### config.mk
export PLATFORM = sky130hd
export DESIGN_NAME = mem_ctrl
export DESIGN_NICKNAME = d
export VERILOG_FILES = /design/src/rtl/mem_ctrl.sv
export SDC_FILE = /design/constraint.sdc
export NUM_CORES = 1
export LEC_CHECK = 0
export CAP_MARGIN = 0
export CELL_PAD_IN_SITES_DETAIL_PLACEMENT = 1
export CELL_PAD_IN_SITES_GLOBAL_PLACEMENT = 1
export CORE_AREA = 4 4 147 149
export DETAILED_ROUTE_END_ITERATION = 6
export DIE_AREA = 0 0 151 153
export PLACE_DENSITY = 0.81
export SETUP_SLACK_MARGIN = 0.4
export SLEW_MARGIN = 20
export SYNTH_ARGS = -nofsm -noshare
export SYNTH_HDL_FRONTEND = slang
export SYNTH_SLANG_ARGS = --single-unit
### constraint.sdc
create_clock -name clk -period 7.4 [get_ports clk]
set_input_delay 1.48 -clock clk [delete_from_list [all_inputs] [get_ports clk]]
set_output_delay 1.48 -clock clk [all_outputs]
set_load 0.005 [all_outputs]
### src/rtl/mem_ctrl.sv
// MEM-stage memory access controller: drives a single-outstanding bus, stalls the
// pipeline during the access and formats load / LL / SC results for MEM/WB.
module mem_ctrl #(
  localparam int unsigned DW  = 32,
  localparam int unsigned AW  = 32,
  localparam int unsigned RW  = 5,
  localparam int unsigned OPW = 4,
  localparam int unsigned SLW = 4
) (
  input  logic           clk,
  input  logic           rst,

  input  logic [RW-1:0]  in_dest_addr,
  input  logic           in_wreg,
  input  logic [DW-1:0]  in_dest_data,
  input  logic [DW-1:0]  in_hi,
  input  logic [DW-1:0]  in_lo,
  input  logic           in_whilo,

  input  logic [OPW-1:0] in_mem_op,
  input  logic [AW-1:0]  in_mem_addr,
  input  logic [DW-1:0]  in_store_data,

  input  logic           llbit_in,

  output logic           bus_req,
  output logic           bus_we,
  output logic [AW-1:0]  bus_addr,
  output logic [SLW-1:0] bus_sel,
  output logic [DW-1:0]  bus_wdata,
  input  logic [DW-1:0]  bus_rdata,
  input  logic           bus_ack,

  output logic [RW-1:0]  mem_dest_addr,
  output logic           mem_wreg,
  output logic [DW-1:0]  mem_dest_data,
  output logic [DW-1:0]  mem_hi,
  output logic [DW-1:0]  mem_lo,
  output logic           mem_whilo,
  output logic           mem_llbit_we,
  output logic           mem_llbit_data,

  output logic           stallreq,
  output logic           misalign
);

  localparam logic [OPW-1:0] OP_LB  = 4'd1;
  localparam logic [OPW-1:0] OP_LBU = 4'd2;
  localparam logic [OPW-1:0] OP_LH  = 4'd3;
  localparam logic [OPW-1:0] OP_LHU = 4'd4;
  localparam logic [OPW-1:0] OP_LW  = 4'd5;
  localparam logic [OPW-1:0] OP_SB  = 4'd6;
  localparam logic [OPW-1:0] OP_SH  = 4'd7;
  localparam logic [OPW-1:0] OP_SW  = 4'd8;
  localparam logic [OPW-1:0] OP_LL  = 4'd9;
  localparam logic [OPW-1:0] OP_SC  = 4'd10;

  typedef enum logic [1:0] {
    ST_IDLE = 2'd0,
    ST_BUSY = 2'd1,
    ST_DONE = 2'd2
  } state_t;

  state_t          r_state;
  state_t          w_state_nxt;
  logic [DW-1:0]   r_rdata_q;

  logic            w_is_load;
  logic            w_is_store;
  logic            w_is_sc;
  logic            w_is_ll;
  logic            w_is_byte;
  logic            w_is_half;
  logic            w_is_word;
  logic            w_misalign;
  logic            w_need;
  logic [7:0]      w_byte;
  logic [15:0]     w_half;
  logic [DW-1:0]   w_load_data;

  // Operation decode; unused encodings fall through as no memory op
  always_comb begin
    w_is_load  = 1'b0;
    w_is_store = 1'b0;
    w_is_sc    = 1'b0;
    w_is_ll    = 1'b0;
    w_is_byte  = 1'b0;
    w_is_half  = 1'b0;
    w_is_word  = 1'b0;
    case (in_mem_op)
      OP_LB, OP_LBU: begin w_is_load  = 1'b1; w_is_byte = 1'b1; end
      OP_LH, OP_LHU: begin w_is_load  = 1'b1; w_is_half = 1'b1; end
      OP_LW:         begin w_is_load  = 1'b1; w_is_word = 1'b1; end
      OP_LL:         begin w_is_load  = 1'b1; w_is_word = 1'b1; w_is_ll = 1'b1; end
      OP_SB:         begin w_is_store = 1'b1; w_is_byte = 1'b1; end
      OP_SH:         begin w_is_store = 1'b1; w_is_half = 1'b1; end
      OP_SW:         begin w_is_store = 1'b1; w_is_word = 1'b1; end
      OP_SC:         begin w_is_sc    = 1'b1; w_is_word = 1'b1; end
      default:       ;
    endcase
  end

  // Alignment is evaluated before llbit_in so a misaligned SC always faults
  assign w_misalign = (w_is_half & in_mem_addr[0]) |
                      (w_is_word & (in_mem_addr[1:0] != 2'b00));
  assign w_need     = (w_is_load | w_is_store | (w_is_sc & llbit_in)) & ~w_misalign;

  // State register
  always_ff @(posedge clk or posedge rst) begin
    if (rst) r_state <= ST_IDLE;
    else     r_state <= w_state_nxt;
  end

  // Next-state logic
  always_comb begin
    w_state_nxt = r_state;
    case (r_state)
      ST_IDLE: if (w_need)  w_state_nxt = ST_BUSY;
      ST_BUSY: if (bus_ack) w_state_nxt = ST_DONE;
      ST_DONE: w_state_nxt = ST_IDLE;
      default: w_state_nxt = ST_IDLE;
    endcase
  end

  // Read data is held so the result survives bus_rdata changing after ack
  always_ff @(posedge clk or posedge rst) begin
    if (rst)                                 r_rdata_q <= '0;
    else if (r_state == ST_BUSY && bus_ack)  r_rdata_q <= bus_rdata;
  end

  // Big-endian lane extraction: offset 0 is the most significant byte
  always_comb begin
    w_byte = r_rdata_q[31:24];
    case (in_mem_addr[1:0])
      2'd0: w_byte = r_rdata_q[31:24];
      2'd1: w_byte = r_rdata_q[23:16];
      2'd2: w_byte = r_rdata_q[15:8];
      2'd3: w_byte = r_rdata_q[7:0];
      default: w_byte = r_rdata_q[31:24];
    endcase
    w_half = in_mem_addr[1] ? r_rdata_q[15:0] : r_rdata_q[31:16];
  end

  always_comb begin
    w_load_data = r_rdata_q;
    case (in_mem_op)
      OP_LB:   w_load_data = {{24{w_byte[7]}}, w_byte};
      OP_LBU:  w_load_data = {24'd0, w_byte};
      OP_LH:   w_load_data = {{16{w_half[15]}}, w_half};
      OP_LHU:  w_load_data = {16'd0, w_half};
      default: w_load_data = r_rdata_q;
    endcase
  end

  // Bus-side outputs
  always_comb begin
    bus_req   = (r_state == ST_BUSY) & ~rst;
    bus_we    = w_is_store | w_is_sc;
    bus_addr  = {in_mem_addr[31:2], 2'b00};
    bus_sel   = 4'b0000;
    bus_wdata = in_store_data;
    if (w_is_load) begin
      bus_sel = 4'b1111;
    end else if (w_is_byte) begin
      bus_wdata = {4{in_store_data[7:0]}};
      case (in_mem_addr[1:0])
        2'd0: bus_sel = 4'b1000;
        2'd1: bus_sel = 4'b0100;
        2'd2: bus_sel = 4'b0010;
        2'd3: bus_sel = 4'b0001;
        default: bus_sel = 4'b0000;
      endcase
    end else if (w_is_half) begin
      bus_wdata = {2{in_store_data[15:0]}};
      bus_sel   = in_mem_addr[1] ? 4'b0011 : 4'b1100;
    end else if (w_is_word) begin
      bus_sel = 4'b1111;
    end
  end

  // Pipeline-side outputs; results only released in DONE for real accesses
  always_comb begin
    stallreq       = ~rst & (((r_state == ST_IDLE) & w_need) | (r_state == ST_BUSY));
    misalign       = w_misalign;
    mem_dest_addr  = in_dest_addr;
    mem_hi         = in_hi;
    mem_lo         = in_lo;
    mem_whilo      = in_whilo;
    mem_wreg       = in_wreg;
    mem_dest_data  = in_dest_data;
    mem_llbit_we   = 1'b0;
    mem_llbit_data = 1'b0;
    if (w_misalign) begin
      mem_wreg = 1'b0;
    end else if (w_need) begin
      mem_wreg = 1'b0;
      if (r_state == ST_DONE) begin
        mem_wreg = in_wreg;
        if (w_is_load) mem_dest_data = w_load_data;
        if (w_is_ll) begin
          mem_llbit_we   = 1'b1;
          mem_llbit_data = 1'b1;
        end
        if (w_is_sc) begin
          mem_dest_data  = 32'd1;
          mem_llbit_we   = 1'b1;
          mem_llbit_data = 1'b0;
        end
      end
    end else if (w_is_sc) begin
      mem_dest_data = '0;
    end
  end

endmodule

-- Word level (Yosys, flattened, before mapping)
Cells that the tools add are included.
- output and inout port bits: 177
- input bits: 207
- register bits after elaboration: 34
- mux-type cells: 40
- bitwise operators: 14
- reductions and logical operators: 10
- eq/ne operators: 17
- operators by type and width (kind ; count):
    2-to-1 mux 32 bit ; 9
    case mux 32 bit (4 select lines) ; 1
    case mux 8 bit (4 select lines) ; 1
    2-to-1 mux 4 bit ; 5
    2-to-1 mux 1 bit ; 19
    equality test 4 x 3 -> 1 bit (second input constant) ; 4
    2-to-1 mux 16 bit ; 1
    case mux 4 bit (4 select lines) ; 1
    equality test 4 bit (second input constant) ; 3
    OR reduction 3 bit ; 3
    equality test 4 x 2 -> 1 bit (second input constant) ; 2
    bitwise AND 1 bit ; 7
    equality test 2 bit (second input constant) ; 3
    OR reduction 6 bit ; 1
    bitwise OR 1 bit ; 5
    equality test 2 x 1 -> 1 bit (second input constant) ; 2
    equality test 4 x 1 -> 1 bit (second input constant) ; 1
    logical NOT 2 bit ; 2
    2-to-1 mux 2 bit ; 2
    != test 2 bit (second input constant) ; 2
    case mux 2 bit (2 select lines) ; 1
    OR reduction 4 bit ; 1
    inverter 1 bit ; 2
    AND reduction 2 bit ; 1
    other kinds (2) ; 2

-- Longest topological paths before layout
Gate-level depths: netlist of run 1.
- depth after elaboration: 10
- depth in mapped cells: 8
- gate-level depth less buffers: 5

-- Least setup slack after synthesis of run 1
OpenSTA, ideal clock, no wires.
- path kind: input port to output port
- start: input port in_mem_op[1]
- end: output port mem_dest_data[16]
- cell stages on the path: 7
- data required time: 5.920 ns
- path buffers: 2
- data arrival time: 3.053 ns
- setup slack: 2.867 ns
- path through: buf_4 -> nor2_1 -> mux2_2 -> a31oi_4 -> buf_6 -> nand2_1 -> a2111oi_2
- cells in the longest elaborated chain, start to end: 9
- ends and longest elaborated chain (element ; RTL line ; text):
    from (decl) ; 20 ; input logic [OPW-1:0] in_mem_op,
    equality test 4 bit, or another cell as far along ; 90 ; case (in_mem_op)
    OR reduction 4 bit (no source line) or OR reduction 3 bit (tied branches) ; - ;
    2-to-1 mux 1 bit ; 90 ;
    bitwise AND 1 bit (on tied branches) ; 105, 104 ;
    bitwise OR 1 bit ; 104 ; assign w_misalign = (w_is_half & in_mem_addr[0]) |
    inverter 1 bit ; 106 ; assign w_need = (w_is_load | w_is_store | (w_is_sc & llbit_in)) & ~w_misalign;
    bitwise AND 1 bit ; 106 ;
    2-to-1 mux 32 bit ; 195 ; end else if (w_need) begin
    2-to-1 mux 32 bit (*) ; 193 ; if (w_misalign) begin
    to (decl) ; 36 ; output logic [DW-1:0] mem_dest_data,
Every way passes the cells marked *; elsewhere a longest branch is shown, timed or not.

-- Worst setup path after layout of run 1
- start: input port in_mem_op[1]
- end: output port mem_dest_data[27]
The elaborated chain is that of the path after synthesis.

==> impl_metrics.prom, run 1 <==
# TYPE chip_impl_metric gauge
chip_impl_metric{name="p_int",unit="uW"} 686
chip_impl_metric{name="timing.slew.headroom",unit="%"} 28.8
chip_impl_metric{name="final-instance-count-excl-fill",unit=""} 893
chip_impl_info{name="critPathLaunch",value="in_mem_op[1]"} 1
chip_impl_metric{name="clock_power_share",unit="%"} 18.5
chip_impl_info{name="outcome",value="finished clean"} 1
chip_impl_metric{name="max_cap_viol_count",unit=""} 0
chip_impl_metric{name="multi_input_comb_area",unit="um2"} 2230
chip_impl_metric{name="ys.warnings.count",unit=""} 0
chip_impl_metric{name="power.ir.vdd_worst",unit="uV"} 92.7
chip_impl_metric{name="cp.arrival",unit="ps"} 4980
chip_impl_metric{name="htree_levels",unit=""} 2
chip_impl_metric{name="postSynthCellCount",unit=""} 565
chip_impl_metric{name="syn-cell-area",unit="um2"} 4170
chip_impl_metric{name="fin_skew",unit="ps"} 6.07
chip_impl_metric{name="totalWireLength",unit="um"} 18300
chip_impl_metric{name="placeableCoreArea",unit="um2"} 20200
chip_impl_metric{name="placed_cells_incl_taps",unit=""} 885
chip_impl_info{name="min_delay_path_class",value="reg -> reg"} 1
chip_impl_metric{name="cts_buffers",unit=""} 5
chip_impl_metric{name="post-route-period-util",unit="%"} 87.3
chip_impl_info{name="worst_setup_path_class",value="in -> out"} 1
chip_impl_metric{name="reg2reg_slack",unit="ps"} 5390
chip_impl_metric{name="clock_path_buffers",unit=""} 2
chip_impl_metric{name="grt_start_max_net_pins",unit=""} 35
chip_impl_metric{name="synth_simple_gate_area_share",unit="%"} 22.7
chip_impl_metric{name="power.share.switching",unit="%"} 39.1
chip_impl_metric{name="grt_overflow_total",unit=""} 0
chip_impl_metric{name="worst_path_max_fanout",unit=""} 25
chip_impl_metric{name="critical-path-max-stage-delay",unit="ps"} 930
chip_impl_info{name="clockRootBuffer",value="sky130_fd_sc_hd__clkbuf_16"} 1
chip_impl_info{name="unrepaired_setup_endpoints_after_global_routing",value="no"} 1
chip_impl_metric{name="timing.reg2reg.worst_path_depth",unit=""} 5
chip_impl_metric{name="worst_path_clk_slew",unit="ps"} 50
chip_impl_metric{name="yosys.area_share.adder",unit="%"} 0
chip_impl_metric{name="start_util",unit="%"} 20.7
chip_impl_metric{name="dr.first_iter.drc_count",unit=""} 215
chip_impl_info{name="worst_path_dominant_cell_family",value="buffers and inverters"} 1
chip_impl_metric{name="sequential_power_share",unit="%"} 34.3
chip_impl_metric{name="timing_worst_slew_pin_value",unit="ps"} 1070
chip_impl_metric{name="ys_seq_area_share",unit="%"} 20.4
chip_impl_metric{name="row_count",unit=""} 52
chip_impl_metric{name="vias",unit=""} 4161
chip_impl_metric{name="totalNegativeSetupSlack",unit="ps"} 0
chip_impl_info{name="path_cells",value="clkdlybuf4s50_1, nor2b_1, o221a_2, o221ai_2, buf_4, a22oi_2, a2111oi_2, clkdlybuf4s50_1"} 1
chip_impl_metric{name="number_of_storage_elements_in_the_synthesis_netlist",unit=""} 34
chip_impl_metric{name="synth.top_cell.area_share",unit="%"} 21.0
chip_impl_metric{name="final_nets",unit=""} 829
chip_impl_info{name="post_synth_main_area_contributors",value="sky130_fd_sc_hd__buf_4 21%, sky130_fd_sc_hd__dfrtp_1 20%, sky130_fd_sc_hd__nand2_1 13%"} 1
chip_impl_metric{name="setup-violations-final",unit=""} 0
chip_impl_info{name="crit-reg2reg-capture",value="r_rdata_q[26]"} 1
chip_impl_metric{name="area.sequential",unit="um2"} 851
chip_impl_metric{name="fp.dieArea",unit="um2"} 23100
chip_impl_metric{name="synthToLayoutAreaGrowth",unit="%"} 33.0
chip_impl_metric{name="routed_via_density",unit=""} 4.66
chip_impl_metric{name="layout_min_cycle_time",unit="ps"} 6460
chip_impl_metric{name="max_freq",unit="MHz"} 155
chip_impl_metric{name="synth.mux.area_fraction",unit="%"} 9.18
chip_impl_metric{name="drt_first_pass_iters",unit=""} 5
chip_impl_metric{name="switching_power",unit="uW"} 440
chip_impl_metric{name="vias_in_the_first_global_route",unit=""} 4415
chip_impl_metric{name="antenna_violating_nets_post_route",unit=""} 0
chip_impl_info{name="synth_top_area_cell",value="sky130_fd_sc_hd__buf_4"} 1
chip_impl_metric{name="antenna_diode_count",unit=""} 0
chip_impl_metric{name="p_comb_share",unit="%"} 47.2
chip_impl_metric{name="chipWidth",unit="um"} 151
chip_impl_info{name="synth_top_family_by_area",value="buffers and inverters"} 1
chip_impl_metric{name="numClockSinks",unit=""} 34
chip_impl_info{name="critical-path-slowest-cell",value="sky130_fd_sc_hd__clkdlybuf4s50_1"} 1
chip_impl_metric{name="gr-usage-all-layers",unit="%"} 15.1
chip_impl_metric{name="required_time_of_the_critical_path",unit="ps"} 5920
chip_impl_metric{name="post_synth_xor_area_fraction",unit="%"} 0.420
chip_impl_metric{name="hold_viol_final",unit=""} 0
chip_impl_metric{name="ioPinCount",unit=""} 384
chip_impl_metric{name="post_cts_resize_count",unit=""} 0
chip_impl_metric{name="detailed_place_hpwl",unit="um"} 15100
chip_impl_metric{name="avg_wl_per_cell",unit="um"} 20.5
chip_impl_info{name="worst_hold_path.endpoint",value="r_rdata_q[7]"} 1
chip_impl_metric{name="num-fill-cells",unit=""} 2438
chip_impl_metric{name="count_of_input_and_output_buffers",unit=""} 181
chip_impl_info{name="hold_path_startpoint",value="r_rdata_q[7]"} 1
chip_impl_metric{name="synth_unique_cells",unit=""} 48
chip_impl_metric{name="synth_compound_gate_area_share",unit="%"} 21.1
chip_impl_metric{name="gp_routability_congestion",unit=""} 0.790
chip_impl_metric{name="post_synth.cell_area_avg",unit="um2"} 7.39
chip_impl_metric{name="power.density_cell_area",unit="nW/um2"} 203
chip_impl_metric{name="worst_hold_path.num_cells",unit=""} 2
chip_impl_info{name="endpoint_kind",value="output port"} 1
chip_impl_info{name="synthFlopType",value="sky130_fd_sc_hd__dfrtp_1"} 1
chip_impl_metric{name="hold_fix_buffer_count_after_cts",unit=""} 0
chip_impl_metric{name="cellLeakagePower",unit="uW"} 0.00227
chip_impl_metric{name="synth-async-reset-ratio",unit="%"} 100
chip_impl_metric{name="number_of_antenna_violations_at_the_first_check_in_global_routing",unit=""} 1
chip_impl_metric{name="final-max-slew-violation-count",unit=""} 0
chip_impl_metric{name="postCtsSetupBuffers",unit=""} 0
chip_impl_info{name="tritoncts",value="yes"} 1
chip_impl_info{name="critical_r2r_launch",value="r_state[1]"} 1
chip_impl_info{name="cp_launch_type",value="input port"} 1
chip_impl_metric{name="grt_pass1_wl",unit="um"} 26900
chip_impl_metric{name="layout-drive-gt1-share",unit="%"} 9.15
chip_impl_metric{name="number_of_flops_mapped_to_enable_cells_by_yosys",unit=""} 0
chip_impl_info{name="crit_top_cell",value="sky130_fd_sc_hd__clkdlybuf4s50_1"} 1
chip_impl_metric{name="clock_insertion_delay_at_the_later_pin_of_the_skew_report",unit="ps"} 280
chip_impl_metric{name="post-route-drc-count",unit=""} 0
chip_impl_metric{name="path_buf_inv",unit=""} 3
chip_impl_metric{name="die-height",unit="um"} 153
-- metal layers --
layer / vias up / part of all wire, % / GRT usage [%]
met5: - / 0.11 / 0
met4: 2 / 2.7 / 4.27
met3: 42 / 12 / 6.04
met2: 231 / 51 / 27.7
met1: 1951 / 35 / 15.6
li1: 1935 / - / -
-- cells in the mapped netlist, drive strengths merged (2+ instances only) --
library cell  number
a2111oi           13
a211oi             2
a21o               3
a21oi             32
a222oi             7
a31oi              6
and2               3
buf              128
clkbuf            14
dfrtp             34
inv               25
mux2              10
mux2i              9
mux4               8
nand2            147
nand2b            20
nand3             11
nand3b             2
nor2              25
nor2b              4
nor3               3
nor4               2
o211ai             7
o21ai             14
o21bai             2
o221a              2
o22ai             19
xnor2              2
-- stage by stage --
stage	utilization [%]	cell area, um2	hold slack (ps)	total power [uW]	worst slack [ps]
finish	27.5	5550	505	1130	938
floorplan	-	4180	454	703	2870
global route	27.5	5550	537	1210	710
detailed placement	26.8	5400	484	926	892
global placement	26.8	5400	478	908	1120
CTS	27.5	5550	497	1140	911
-- kinds of logic (layout without fill, tap and decap cells) --
kind of cell	count (synthesis)	count (layout)
other	1	2
flip-flops	34	34
AND/OR/NAND/NOR	220	220
XOR/XNOR	2	2
multiplexers	27	27
buffers and inverters	167	224
AO/OA/AOI/OAI	114	114
-- power by group through the flow --
stage	logic, uW	clock network, uW	registers, uW
after floorplan	368	0	335
after global placement	526	0	382
after detailed placement	538	0	388
after CTS	541	213	385
after global routing	591	220	399
final	531	208	386
-- sequential cells by signal, indices dropped and copies added, names as in the netlist --
register / flops
r_state: 2
r_rdata_q: 32
-- final cells by class --
type | instances | area share (%)
clock buffer | 7 | 2.57
inverter | 25 | 1.69
sequential | 34 | 15.3
timing repair buffer | 191 | 34.0
tap | 270 | 6.09
multi-input combinational | 365 | 40.3
clock inverter | 1 | 0.0902
-- how the worst max path moves through the flow --
stage / endpoint / slack, ps / cells past startpoint
2_1_floorplan: mem_dest_data[16] / 2870 / 7
3_3_place_gp: mem_dest_data[31] / 1120 / 7
3_5_place_dp: mem_dest_data[27] / 890 / 8
4_1_cts: mem_dest_data[27] / 910 / 8
5_1_grt: mem_dest_data[27] / 710 / 8
6_report: mem_dest_data[27] / 940 / 8
-- placed cells by master (no fill, tap or decap), types with 9 or more instances in the layout --
cell,n
sky130_fd_sc_hd__clkdlybuf4s50_1,181
sky130_fd_sc_hd__nand2_1,147
sky130_fd_sc_hd__dfrtp_1,34
sky130_fd_sc_hd__a21oi_1,31
sky130_fd_sc_hd__inv_1,25
sky130_fd_sc_hd__nor2_1,25
sky130_fd_sc_hd__nand2b_1,20
sky130_fd_sc_hd__o22ai_1,19
sky130_fd_sc_hd__o21ai_0,13
sky130_fd_sc_hd__a2111oi_2,13
sky130_fd_sc_hd__mux2_2,10
sky130_fd_sc_hd__nand3_1,10
sky130_fd_sc_hd__buf_4,10
sky130_fd_sc_hd__mux2i_1,9
-- worst reg2reg max path, delay by kind of cell (launching register included) --
family                 cells  cell delay (ps)
and+or+nand+nor            3              460
buffers and inverters      2             1050
DFF                        1              420
Power figures use the tool's default switching activity.
==> inputs of run 2 (changes only) <==
--- a/config.mk
+++ b/config.mk
@@ -9,6 +9,7 @@
 export CELL_PAD_IN_SITES_DETAIL_PLACEMENT = 1
 export CELL_PAD_IN_SITES_GLOBAL_PLACEMENT = 1
 export CORE_AREA = 4 4 147 149
+export CTS_CLUSTER_DIAMETER = 30
 export DETAILED_ROUTE_END_ITERATION = 6
 export DIE_AREA = 0 0 151 153
 export PLACE_DENSITY = 0.81
==> results of run 2 <==
The final DEF is identical to that of run 1; final timing and power are the same.
==> edit (settings of run 1) <==
The localparam `SLW` goes from 4 to 8.
--- a/src/rtl/mem_ctrl.sv
+++ b/src/rtl/mem_ctrl.sv
@@ -5,7 +5,7 @@
   localparam int unsigned AW  = 32,
   localparam int unsigned RW  = 5,
   localparam int unsigned OPW = 4,
-  localparam int unsigned SLW = 4
+  localparam int unsigned SLW = 8
 ) (
   input  logic           clk,
   input  logic           rst,
Ports: changed (resized bus_sel); port bits go from 384 to 388. The function was not compared with the original's and may differ.
==> edit against run 1 <==
Sequential cell count stayed put; synthesized cell count is 0.71% higher; clock skew is 0.0044 ns lower; non-clock buffer count stayed put; critical path type unchanged; routed wire length is 0.50% lower; setup slack worse by 0.016 ns; final area is 0.41% higher; synthesized area is 0.72% higher; power is 0.97% higher.
==> edit: results (changes against run 1) <==
.. list-table::
   :header-rows: 1

   * - Metric
     - Value
   * - Result of the run
     - complete, no violations (unchanged)
   * - Seq/Total Area, Yosys
     - 20.2% (was 20.4%)
   * - Leading registers by flop count
     - r_rdata_q x32, r_state x2 (unchanged)
   * - Global placer's final weighted congestion
     - 0.785 (was 0.790)
   * - Setup Skew
     - 0.00164 ns (was 0.00607 ns)
   * - Fraction of final layout cells with drive strength greater than 1
     - 9.25% (was 9.15%)
   * - Sequential Area
     - 851 sq um (unchanged)
   * - Root buffer selected by CTS
     - sky130_fd_sc_hd__clkbuf_16 (unchanged)
   * - Number of global-route vias before repair
     - 4425 (was 4415)
   * - CP peak stage delay
     - 0.96 ns (was 0.93 ns)
   * - Pin slew with the least headroom to its limit
     - 1.05 ns (was 1.07 ns)
   * - CP delay by family, top
     - buffers and inverters (unchanged)
   * - Internal power of the cells
     - 0.686 mW (about the same)
   * - Number of buffers on the longest clock path
     - 2 (unchanged)
   * - Total global routing track utilization
     - 14.8% (was 15.1%)
   * - Total Wirelength
     - 18200 um (was 18300 um)
   * - Netlist cell types
     - 48 (unchanged)
   * - Fill cell instance count of the final layout
     - 2419 (was 2438)
   * - Number of detailed-routing iterations run before antenna repair
     - 6 (was 5)
   * - Standby leakage power
     - 2.29 nW (was 2.27 nW)
   * - Arrival time at the worst endpoint
     - 5.00 ns (was 4.98 ns)
   * - Global-route wire length before repair
     - 26400 um (was 26900 um)
   * - Number of nets in the final layout
     - 833 (was 829)
   * - Half-perimeter wire length of the detailed placement result
     - 14700 um (was 15100 um)
   * - Ranking of synthesized cells by area
     - sky130_fd_sc_hd__buf_4 22%, sky130_fd_sc_hd__dfrtp_1 20%, sky130_fd_sc_hd__nand2_1 13%, sky130_fd_sc_hd__a2111oi_2 4.6%, sky130_fd_sc_hd__mux4_2 4.3% (was sky130_fd_sc_hd__buf_4 21%, sky130_fd_sc_hd__dfrtp_1 20%, sky130_fd_sc_hd__nand2_1 13%, sky130_fd_sc_hd__a2111oi_2 4.7%, sky130_fd_sc_hd__mux4_2 4.3%)
   * - Initial antenna violation count
     - 1 (unchanged)
   * - Cell types with the highest counts after synthesis
     - 147 x sky130_fd_sc_hd__nand2_1, 121 x sky130_fd_sc_hd__buf_4, 34 x sky130_fd_sc_hd__dfrtp_1 (was 147 x sky130_fd_sc_hd__nand2_1, 117 x sky130_fd_sc_hd__buf_4, 34 x sky130_fd_sc_hd__dfrtp_1)
   * - Post-placement setup slack
     - 0.925 ns (was 0.892 ns)
   * - Critical Path Fanout Max
     - 27 (was 25)
   * - Via-to-Cell Ratio
     - 4.65 (was 4.66)
   * - IR Drop Worst-Case VDD
     - 0.102 mV (was 0.0927 mV)
   * - DR iter-0 viols
     - 235 (was 215)
-- edit: cell count changes after synthesis, sizes merged --
| cell | before | now |
|---|---|---|
| buf | 128 | 132 |
-- edit: path summary, 6_finish.rpt --
check,slack (ns),endpoint,depth (start not counted),from
max,0.92,mem_dest_data[26],7,in_mem_op[2]
min,0.50,r_rdata_q[0]$_DFFE_PP0P_,2,r_rdata_q[0]$_DFFE_PP0P_
max reg2reg,5.35,r_rdata_q[31]$_DFFE_PP0P_,5,r_state[1]$_DFFE_PP0P_
min reg2reg,0.50,r_rdata_q[0]$_DFFE_PP0P_,2,r_rdata_q[0]$_DFFE_PP0P_
max in group asynchronous,5.39,r_rdata_q[30]$_DFFE_PP0P_,3,rst
min in group asynchronous,1.68,r_state[0]$_DFFE_PP0P_,3,rst
-- edit: power by group through the flow --
stage | clock [mW] | combinational, mW | sequential [mW]
final | 0.210 | 0.537 | 0.389
after global routing | 0.224 | 0.595 | 0.401
after CTS | 0.214 | 0.546 | 0.388
after detailed placement | 0 | 0.542 | 0.390
after global placement | 0 | 0.529 | 0.383
after floorplan | 0 | 0.370 | 0.335
-- edit: per-stage QoR --
step / cells / hold slack (ns) / cell area (sq um)
after CTS: 897 / 0.507 / 5570
final: 898 / 0.501 / 5570
after floorplan: 574 / 0.454 / 4220
after detailed placement: 889 / 0.493 / 5420
after global routing: 898 / 0.552 / 5570
after global placement: 889 / 0.478 / 5420
-- edit: area by class of cell --
cell class | instances | area share [%]
Multi-Input combinational cell | 369 | 40.4
Timing Repair Buffer | 191 | 33.8
Sequential cell | 34 | 15.3
Tap cell | 270 | 6.06
Clock buffer | 7 | 2.56
Inverter | 25 | 1.68
Clock inverter | 1 | 0.0898
Antenna cell | 1 | 0.0449
-- edit: layer usage --
layer	routed length [um]	up-vias	global-route usage [%]
li1	-	1934	-
met1	6770	1985	16.3
met2	9420	231	27.3
met3	1680	28	4.29
met4	352	0	3.93
met5	0	-	0
-- edit: logic make-up (layout without fill, tap and decap cells) --
| group | after synthesis | count (layout) | share of synthesized area, % |
|---|---|---|---|
| flip-flops | 34 | 34 | 20.2 |
| buffers and inverters | 171 | 224 | 26.7 |
| XOR/XNOR | 2 | 2 | 0.417 |
| multiplexers | 27 | 27 | 9.11 |
| AO/OA/AOI/OAI | 114 | 114 | 21.0 |
| other | 1 | 7 | 0.0892 |
| AND/OR/NAND/NOR | 220 | 220 | 22.5 |
-- edit: worst min-delay path, cell delays in order (launching register included) --
cell and delay [ns]:
sky130_fd_sc_hd__dfrtp_1 0.36, sky130_fd_sc_hd__nand2_1 0.05, sky130_fd_sc_hd__nand2_1 0.06
